File: src/rtl/bsg_comm_link_tx_sched_if.sv
// Requester-side and link-side handshake bundle for the comm link TX scheduler.
// The slave modport is the scheduler's view; master is the view of whoever drives it.
interface bsg_comm_link_tx_sched_if #(
  parameter int unsigned num_in_p = 4,
  parameter int unsigned width_p  = 32
);
  localparam int unsigned src_w_lp = (num_in_p > 1) ? $clog2(num_in_p) : 1;

  logic [num_in_p-1:0]         req_v_i;
  logic [num_in_p*width_p-1:0] req_data_i;
  logic [num_in_p-1:0]         req_yumi_o;
  logic                        link_v_o;
  logic [width_p-1:0]          link_data_o;
  logic                        link_ready_i;
  logic [src_w_lp-1:0]         link_src_o;
  logic                        busy_o;

  modport slave (
    input  req_v_i, req_data_i, link_ready_i,
    output req_yumi_o, link_v_o, link_data_o, link_src_o, busy_o
  );

  modport master (
    output req_v_i, req_data_i, link_ready_i,
    input  req_yumi_o, link_v_o, link_data_o, link_src_o, busy_o
  );
endinterface

File: src/rtl/bsg_comm_link_tx_sched.sv
// Packet-aware round-robin scheduler feeding the comm link core input.
// The grant is held from a header word until its length field of body words has been sent.
module bsg_comm_link_tx_sched #(
  parameter int unsigned num_in_p    = 4,
  parameter int unsigned width_p     = 32,
  parameter int unsigned len_width_p = 4
) (
  input  logic clk_i,
  input  logic async_reset_i,
  input  logic calib_done_i,
  bsg_comm_link_tx_sched_if.slave io
);
  localparam int unsigned src_w_lp = (num_in_p > 1) ? $clog2(num_in_p) : 1;

  typedef enum logic {e_idle, e_locked} state_e;

  state_e                 state_q, state_d;
  logic [src_w_lp-1:0]    last_q, last_d;
  logic [src_w_lp-1:0]    owner_q, owner_d;
  logic [len_width_p-1:0] cnt_q, cnt_d;

  logic [src_w_lp-1:0]    sel_c;
  logic                   found_c;
  logic [src_w_lp-1:0]    src_c;
  logic [width_p-1:0]     data_c;
  logic [len_width_p-1:0] len_c;
  logic                   v_c;
  logic                   xfer_c;

  // Round-robin scan starting just after the last granted requester.
  always_comb begin
    int unsigned idx;
    sel_c   = last_q;
    found_c = 1'b0;
    for (int unsigned k = 1; k <= num_in_p; k++) begin
      idx = (32'(last_q) + k) % num_in_p;
      if (!found_c && io.req_v_i[idx]) begin
        sel_c   = src_w_lp'(idx);
        found_c = 1'b1;
      end
    end
  end

  assign src_c  = (state_q == e_locked) ? owner_q : sel_c;
  assign data_c = io.req_data_i[32'(src_c)*width_p +: width_p];
  assign len_c  = data_c[len_width_p-1:0];

  // link_v_o never looks at link_ready_i; reset forces it low immediately.
  always_comb begin
    v_c = 1'b0;
    if (!async_reset_i && calib_done_i) begin
      v_c = (state_q == e_locked) ? io.req_v_i[owner_q] : (|io.req_v_i);
    end
  end

  assign xfer_c = v_c & io.link_ready_i;

  always_comb begin
    io.req_yumi_o = '0;
    for (int unsigned i = 0; i < num_in_p; i++) begin
      io.req_yumi_o[i] = xfer_c && (src_c == src_w_lp'(i));
    end
  end

  assign io.link_v_o    = v_c;
  assign io.link_data_o = data_c;
  assign io.link_src_o  = src_c;
  assign io.busy_o      = (state_q == e_locked) && !async_reset_i;

  always_comb begin
    state_d = state_q;
    last_d  = last_q;
    owner_d = owner_q;
    cnt_d   = cnt_q;
    if (state_q == e_idle) begin
      if (xfer_c) begin
        last_d = sel_c;
        if (len_c != '0) begin
          owner_d = sel_c;
          cnt_d   = len_c;
          state_d = e_locked;
        end
      end
    end else begin
      if (xfer_c) begin
        cnt_d = cnt_q - len_width_p'(1);
        if (cnt_q == len_width_p'(1)) state_d = e_idle;
      end
    end
  end

  always_ff @(posedge clk_i or posedge async_reset_i) begin
    if (async_reset_i) begin
      state_q <= e_idle;
      last_q  <= src_w_lp'(num_in_p - 1);
      owner_q <= '0;
      cnt_q   <= '0;
    end else begin
      state_q <= state_d;
      last_q  <= last_d;
      owner_q <= owner_d;
      cnt_q   <= cnt_d;
    end
  end

  a_src_stable: assert property (@(posedge clk_i) disable iff (async_reset_i)
    (state_q == e_locked && $past(state_q) == e_locked) |-> $stable(io.link_src_o));
  a_yumi_onehot: assert property (@(posedge clk_i) disable iff (async_reset_i)
    $onehot0(io.req_yumi_o));
  a_no_xfer_uncal: assert property (@(posedge clk_i) disable iff (async_reset_i)
    !calib_done_i |-> !xfer_c);
endmodule

File: src/flat_wrapper.sv
// flat-port wrapper written by rule: the top's interface ports become plain ports
module bsg_comm_link_tx_sched_flat 
#(
  parameter int unsigned num_in_p    = 4,
  parameter int unsigned width_p     = 32,
  parameter int unsigned len_width_p = 4
)
  (clk_i, async_reset_i, calib_done_i, io_req_v_i, io_req_data_i, io_link_ready_i, io_req_yumi_o, io_link_v_o, io_link_data_o, io_link_src_o, io_busy_o);
  bsg_comm_link_tx_sched_if #(.num_in_p(num_in_p), .width_p(width_p)) io_i ();
  input  logic clk_i;
  input  logic async_reset_i;
  input  logic calib_done_i;
  input wire logic [$bits(io_i.req_v_i)-1:0] io_req_v_i;
  input wire logic [$bits(io_i.req_data_i)-1:0] io_req_data_i;
  input wire logic [$bits(io_i.link_ready_i)-1:0] io_link_ready_i;
  output wire logic [$bits(io_i.req_yumi_o)-1:0] io_req_yumi_o;
  output wire logic [$bits(io_i.link_v_o)-1:0] io_link_v_o;
  output wire logic [$bits(io_i.link_data_o)-1:0] io_link_data_o;
  output wire logic [$bits(io_i.link_src_o)-1:0] io_link_src_o;
  output wire logic [$bits(io_i.busy_o)-1:0] io_busy_o;
  assign io_i.req_v_i = io_req_v_i;
  assign io_i.req_data_i = io_req_data_i;
  assign io_i.link_ready_i = io_link_ready_i;
  assign io_req_yumi_o = io_i.req_yumi_o;
  assign io_link_v_o = io_i.link_v_o;
  assign io_link_data_o = io_i.link_data_o;
  assign io_link_src_o = io_i.link_src_o;
  assign io_busy_o = io_i.busy_o;
  bsg_comm_link_tx_sched #(.num_in_p(num_in_p), .width_p(width_p), .len_width_p(len_width_p)) u_core (.clk_i(clk_i), .async_reset_i(async_reset_i), .calib_done_i(calib_done_i), .io(io_i));
endmodule
File: config.mk
export PLATFORM = sky130hd
export DESIGN_NAME = bsg_comm_link_tx_sched_flat
export DESIGN_NICKNAME = d
export VERILOG_FILES = /design/src/rtl/bsg_comm_link_tx_sched_if.sv /design/src/rtl/bsg_comm_link_tx_sched.sv /design/src/flat_wrapper.sv
export SDC_FILE = /design/constraint.sdc
export NUM_CORES = 1
export LEC_CHECK = 0
export CORE_MARGIN = 2
export CORE_UTILIZATION = 33
export DETAILED_ROUTE_END_ITERATION = 8
export MAX_ROUTING_LAYER = met4
export PLACE_DENSITY = 0.95
export SETUP_SLACK_MARGIN = 0.1
export SYNTH_ARGS = -nofsm -noshare
export SYNTH_HDL_FRONTEND = slang
export SYNTH_SLANG_ARGS = --single-unit
File: constraint.sdc
create_clock -name clk_i -period 5.75 [get_ports clk_i]
set_input_delay 1.725 -clock clk_i [delete_from_list [all_inputs] [get_ports clk_i]]
set_output_delay 1.725 -clock clk_i [all_outputs]
set_load 0.02 [all_outputs]
== After elaboration in Yosys (flattened, before gate mapping) ==
Index checks and enable logic that the tools add are counted.
W data, S select, Z words.

* Input port bits: 136
* Register bits: 9
* Word-level logic and storage cells: 70
* Output and inout port bits: 40

* Equality and inequality tests: 4
* Add/subtract/negate cells: 5
* Muxes and demuxes: 29
* $lt $le $gt $ge: 5
* Shift operators: 1
* Bitwise logic cells: 2
* Reduce and logical (&&, ||, !) cells: 20

{| class="wikitable"
|+ Operators by type and width
! cell !! number
|-
| $shiftx A128 B8 Y32 || 1
|-
| $mux W4 || 4
|-
| $lt A2 B3 Y1 const B || 5
|-
| $mux W1 || 15
|-
| $bmux W1 S2 || 5
|-
| $mux W2 || 5
|-
| $logic_and A1 B1 Y1 || 9
|-
| $add A2 B1 Y2 const B || 2
|-
| $add A2 B2 Y2 const B || 2
|-
| $eq A2 B2 Y1 const B || 2
|-
| $eq A4 B1 Y1 const B || 1
|-
| $logic_not A1 Y1 || 4
|-
| $reduce_and A2 Y1 || 2
|-
| $reduce_bool A4 Y1 || 1
|-
| $reduce_or A4 Y1 || 1
|-
| $sub A4 B1 Y4 const B || 1
|-
| $reduce_and A3 Y1 || 1
|-
| $eq A2 B1 Y1 const B || 1
|-
| $logic_not A2 Y1 || 1
|-
| $reduce_bool A2 Y1 || 1
|-
| $and A1 B1 Y1 || 1
|-
| $not A1 Y1 || 1
|}

== Longest topological paths before layout ==
* Word-level depth: 19
* Gate-level depth with buffers: 11

== Worst setup path after synthesis ==
No wires, ideal clock.

* Path kind: input-to-output
* Start: input port io_req_v_i[0]
* End: output port io_link_data_o[22]
* Required time: 4,025 ps
* Setup slack: 401 ps
* Path buffers: 2
* Arrival: 3,624 ps
* Cell stages on the path: 9
* Cells stage by stage: a21o_1 a31oi_2 and2_1 a21oi_2 inv_2 buf_4 clkbuf_1 nand2_1 a31oi_1

* Cells in the longest elaborated chain, start to end: 14
* Elaborated cells on any way between the ends: 23
* Classes of those cells: shift (1); mux (16); reduce/logical (6)

{| class="wikitable"
|+ Ends and longest elaborated chain
! element !! line !! RTL
|-
| start, declared || flat_wrapper.sv:13 || <nowiki>input wire logic [$bits(io_i.req_v_i)-1:0] io_req_v_i;</nowiki>
|-
| $bmux W1 S2 || bsg_comm_link_tx_sched.sv:37 || <nowiki>if (!found_c && io.req_v_i[idx]) begin</nowiki>
|-
| $mux W1 (implied by the code) || bsg_comm_link_tx_sched.sv:37 ||
|-
| $mux W1 || bsg_comm_link_tx_sched.sv:37 ||
|-
| $logic_not A1 Y1 || bsg_comm_link_tx_sched.sv:37 ||
|-
| $logic_and A1 B1 Y1 || bsg_comm_link_tx_sched.sv:37 ||
|-
| $mux W1 || bsg_comm_link_tx_sched.sv:37 ||
|-
| $logic_not A1 Y1 || bsg_comm_link_tx_sched.sv:37 ||
|-
| $logic_and A1 B1 Y1 || bsg_comm_link_tx_sched.sv:37 ||
|-
| $mux W1 || bsg_comm_link_tx_sched.sv:37 ||
|-
| $logic_not A1 Y1 || bsg_comm_link_tx_sched.sv:37 ||
|-
| $logic_and A1 B1 Y1 || bsg_comm_link_tx_sched.sv:37 ||
|-
| $mux W2 (*) || bsg_comm_link_tx_sched.sv:37 ||
|-
| $mux W2 (*) || bsg_comm_link_tx_sched.sv:44 || <nowiki>assign src_c = (state_q == e_locked) ? owner_q : sel_c;</nowiki>
|-
| net io_link_src_o[1] || flat_wrapper.sv:19 || <nowiki>output wire logic [$bits(io_i.link_src_o)-1:0] io_link_src_o;</nowiki>
|-
| $shiftx A128 B8 Y32 (*) || bsg_comm_link_tx_sched.sv:45 || <nowiki>assign data_c = io.req_data_i[32'(src_c)*width_p +: width_p];</nowiki>
|-
| end, declared || flat_wrapper.sv:18 || <nowiki>output wire logic [$bits(io_i.link_data_o)-1:0] io_link_data_o;</nowiki>
|}

The timed path passes the listed nets; every way through them passes the cells marked *. The select of a mux whose other input is x is not followed.

== Worst setup path after layout ==
* Start: input port io_req_v_i[1]
* End: output port io_req_yumi_o[2]

* Cells in the longest elaborated chain, start to end: 15
* Elaborated cells on any way between the ends: 30
* Classes of those cells: eq/ne (1); mux (20); bitwise (1); reduce/logical (8)

{| class="wikitable"
|+ Ends and longest elaborated chain
! element !! line !! RTL
|-
| $bmux W1 S2 || bsg_comm_link_tx_sched.sv:37 ||
|-
| $mux W1 (implied by the code) || bsg_comm_link_tx_sched.sv:37 ||
|-
| $mux W1 || bsg_comm_link_tx_sched.sv:37 ||
|-
| $logic_not A1 Y1 || bsg_comm_link_tx_sched.sv:37 ||
|-
| $logic_and A1 B1 Y1 || bsg_comm_link_tx_sched.sv:37 ||
|-
| $mux W1 || bsg_comm_link_tx_sched.sv:37 ||
|-
| $logic_not A1 Y1 || bsg_comm_link_tx_sched.sv:37 ||
|-
| $logic_and A1 B1 Y1 || bsg_comm_link_tx_sched.sv:37 ||
|-
| $mux W1 || bsg_comm_link_tx_sched.sv:37 ||
|-
| $logic_not A1 Y1 || bsg_comm_link_tx_sched.sv:37 ||
|-
| $logic_and A1 B1 Y1 || bsg_comm_link_tx_sched.sv:37 ||
|-
| $mux W2 || bsg_comm_link_tx_sched.sv:37 ||
|-
| $mux W2 || bsg_comm_link_tx_sched.sv:44 ||
|-
| $eq A2 B2 Y1 || bsg_comm_link_tx_sched.sv:61 || <nowiki>io.req_yumi_o[i] = xfer_c && (src_c == src_w_lp'(i));</nowiki>
|-
| $logic_and A1 B1 Y1 (*) || bsg_comm_link_tx_sched.sv:61 ||
|-
| end, declared || flat_wrapper.sv:16 || <nowiki>output wire logic [$bits(io_i.req_yumi_o)-1:0] io_req_yumi_o;</nowiki>
|}

Mark *: on every way between the ends. The rest lies on a longest branch, timed or not. The select of a mux whose other input is x is not followed.

==> results.py <==
metrics = {
    "pwr": {
        "power.share.clock": 0.035,
        "intPower_uw": 945,
        "power_frac_seq": 0.073,
        "combPwrFrac": 0.891,
        "p_sw_uw": 1160,
        "power_leakage_uw": 0.00172,
        "p_sw_frac": 0.552,
        "ir_drop_uv": 472,
        "power_density_nw_per_um2": 565,
    },
    "cts": {
        "path_clk_slew_ns": 0.04,
        "cts_buffers": 3,
        "cts.sinks": 9,
        "insertion_delay_ns": 0.23,
        "cts_tree": "done",
        "clockRootBuffer": "clkbuf_8",
        "cts_max_level": 1,
        "cts_buffer_depth": 2,
    },
    "critical_path": {
        "cp.required_ns": 4.03,
        "critPathMaxFanout": 4,
        "cp.arrival_ns": 3.89,
        "r2r_slack_ns": 2.95,
        "worstSetupPathType": "input port to output pin",
        "path_buf_inv": 3,
        "crit_path_start_kind": "input port",
        "slowest_delay_ns": 0.57,
        "crit_top_cell": "clkdlybuf4s50_1",
        "slowest_stage": "nor4_1",
        "endpoint_kind": "output pin",
        "cp_top_family": "buffers and inverters",
        "path_cells": "clkdlybuf4s50_1 > buf_4 > nor4_1 > nor4bb_2 > nor2b_1 > nand2_1 > nor2_1 > clkdlybuf4s50_1",
    },
    "hold_path": {
        "hp-class": "register to register",
    },
    "outcome": {
        "outcome": "finished clean",
    },
    "synth": {
        "syn_inst": 297,
        "async_flop_share": 1.00,
        "synth_seq_cells": 9,
        "syn_nets": 435,
        "synthDistinctLibCells": 45,
        "synth_area_per_cell_um2": 6.04,
        "synth_edf_count": 0,
        "synthFlopType": "dfrtp_1",
        "synth_area_um2": 1790,
        "yosysWarnings": 0,
        "ys_seq_area_frac": 0.127,
    },
    "global_route": {
        "grt-ovfl-total": 0,
        "antenna_found_initial": 0,
        "first_global_vias": 2870,
        "grt_pass1_wl_um": 13800,
        "grt_max_degree": 26,
        "grt_util_all_layers": 0.287,
    },
    "floorplan": {
        "die_x_um": 77.7,
        "rows": 26,
        "dieArea_um2": 6040,
        "dieHeight_um": 77.7,
        "core_um2": 5170,
        "io_pins": 176,
        "initial_core_util": 0.347,
    },
    "timing": {
        "finalCritPeriodShare": 0.976,
        "setup_viol": 0,
        "worst_slew_pin_slew_ns": 0.618,
        "finalHoldViolations": 0,
        "slew_headroom": 0.584,
        "clock.fmax_ghz": 0.178,
        "rsz0062_at_grt": "yes",
        "tns_ns": 0,
        "post-route-min-period_ns": 5.61,
        "fin_worst_skew_ns": 0.00470,
        "maxSlewViolCount": 0,
    },
    "layout": {
        "final_area_um2": 3730,
        "diodes": 0,
        "syn2layout_area_growth_pct": 108,
        "final_common_cell": "clkdlybuf4s50_1",
        "fin_nets": 614,
        "fillers": 416,
        "drive_above_1_share": 0.137,
        "final_cell_mix": "138 x clkdlybuf4s50_1, 122 x nand2_1, 31 x and3_1",
        "fin_util": 0.721,
    },
    "drt": {
        "vias_per_cell": 5.30,
        "postRouteAntennaNets": 0,
        "dr.pass1.iters": 5,
        "drt_wl_total_um": 8730,
        "drc": 0,
        "drtIter0Drc": 193,
        "dr_total_vias": 2886,
        "drt-wirelength-per-cell_um": 16.0,
    },
    "place": {
        "dpl.hpwl_um": 7040,
        "numPortBuffers": 175,
        "routabilityCongestion": 0.985,
        "place_area_um2": 3740,
    },
    "flow_run": {
        "drv_cap": 0,
    },
}
registers in the layout, summed over array words and instances, names as in the netlist:
| signal | cells |
|---|---|
| u_core.cnt_q | 4 |
| u_core.last_q | 2 |
| u_core.owner_q | 2 |
| u_core.state_q | 1 |
final timing paths:
path,from,depth (start not counted),to
max in group asynchronous,async_reset_i,2,u_core.last_q[0]
min,u_core.owner_q[0],1,u_core.owner_q[0]
max,io_req_v_i[1],8,io_req_yumi_o[2]
min in group asynchronous,async_reset_i,2,u_core.owner_q[1]
min reg2reg,u_core.owner_q[0],1,u_core.owner_q[0]
max reg2reg,u_core.state_q,8,u_core.owner_q[0]
power groups by stage:
stage                     sequential (uW)  combinational (uW)  clock (uW)
after floorplan                       122                1150           0
after global placement                147                2000           0
after detailed placement              152                2030           0
after CTS                             152                1880        74.6
after global routing                  159                2020        79.4
final                                 154                1880        74.2
area by class of cell:
| type | count | area [um2] | area share |
|---|---|---|---|
| repair buffers | 196 | 1880 | 0.503 |
| multi-input cells | 258 | 1460 | 0.392 |
| inverters | 8 | 30.0 | 0.00805 |
| well taps | 70 | 87.6 | 0.0235 |
| clock buffers | 4 | 45.0 | 0.0121 |
| flip-flops and latches | 9 | 228 | 0.0611 |
per-layer routing:
| metal | GRT usage | up-vias | wire (um) |
|---|---|---|---|
| li1 | - | 1397 | - |
| met1 | 0.325 | 1324 | 3260 |
| met2 | 0.530 | 147 | 4670 |
| met3 | 0.0360 | 18 | 657 |
| met4 | 0.0714 | 0 | 131 |
| met5 | - | - | 0 |
cell families (layout without fill, tap and decap cells):
family,after synthesis,after routing,share of synthesized area
multiplexers,19,19,0.125
AO/OA/AOI/OAI,48,48,0.184
flip-flops,9,9,0.127
buffers and inverters,30,208,0.0691
adder cells (fa/ha/maj),2,2,0.0140
AND/OR/NAND/NOR,189,189,0.482
Yosys cell counts, types with 2 or more instances:
cell	number	area share
mux2_4	3	0.025
and3_1	31	0.11
nand2b_1	3	0.010
mux2_1	2	0.013
nand3_1	3	0.0084
buf_2	3	0.0084
a21oi_1	4	0.011
ha_1	2	0.014
inv_1	7	0.015
clkbuf_1	16	0.033
dfrtp_1	7	0.098
buf_4	2	0.0084
nor4_1	6	0.021
mux2i_1	10	0.056
o21ai_0	2	0.0056
nor3_1	4	0.011
a21o_1	3	0.013
mux2_2	3	0.019
dfstp_2	2	0.029
a31oi_1	29	0.10
nand2_1	122	0.26
nor2_1	10	0.021
metrics by stage:
stage	setup WS (ns)	hold slack (ns)	power, uW	instances
5_1_grt	0.0459	0.591	2260	545
2_1_floorplan	0.401	0.490	1270	297
4_1_cts	0.0914	0.560	2110	544
3_3_place_gp	-0.233	0.520	2150	540
6_report	0.140	0.560	2110	545
3_5_place_dp	-0.305	0.551	2180	540
timing repair:
| item | 4_1_cts | 5_1_grt |
|---|---|---|
| resized for setup | 52 | 59 |
| pin swaps | 0 | 1 |
| hold buffers | 0 | 0 |
| buffers inserted | 0 | 1 |
| setup endpoints to repair | 34 | 29 |
Power figures use the tool's default switching activity.
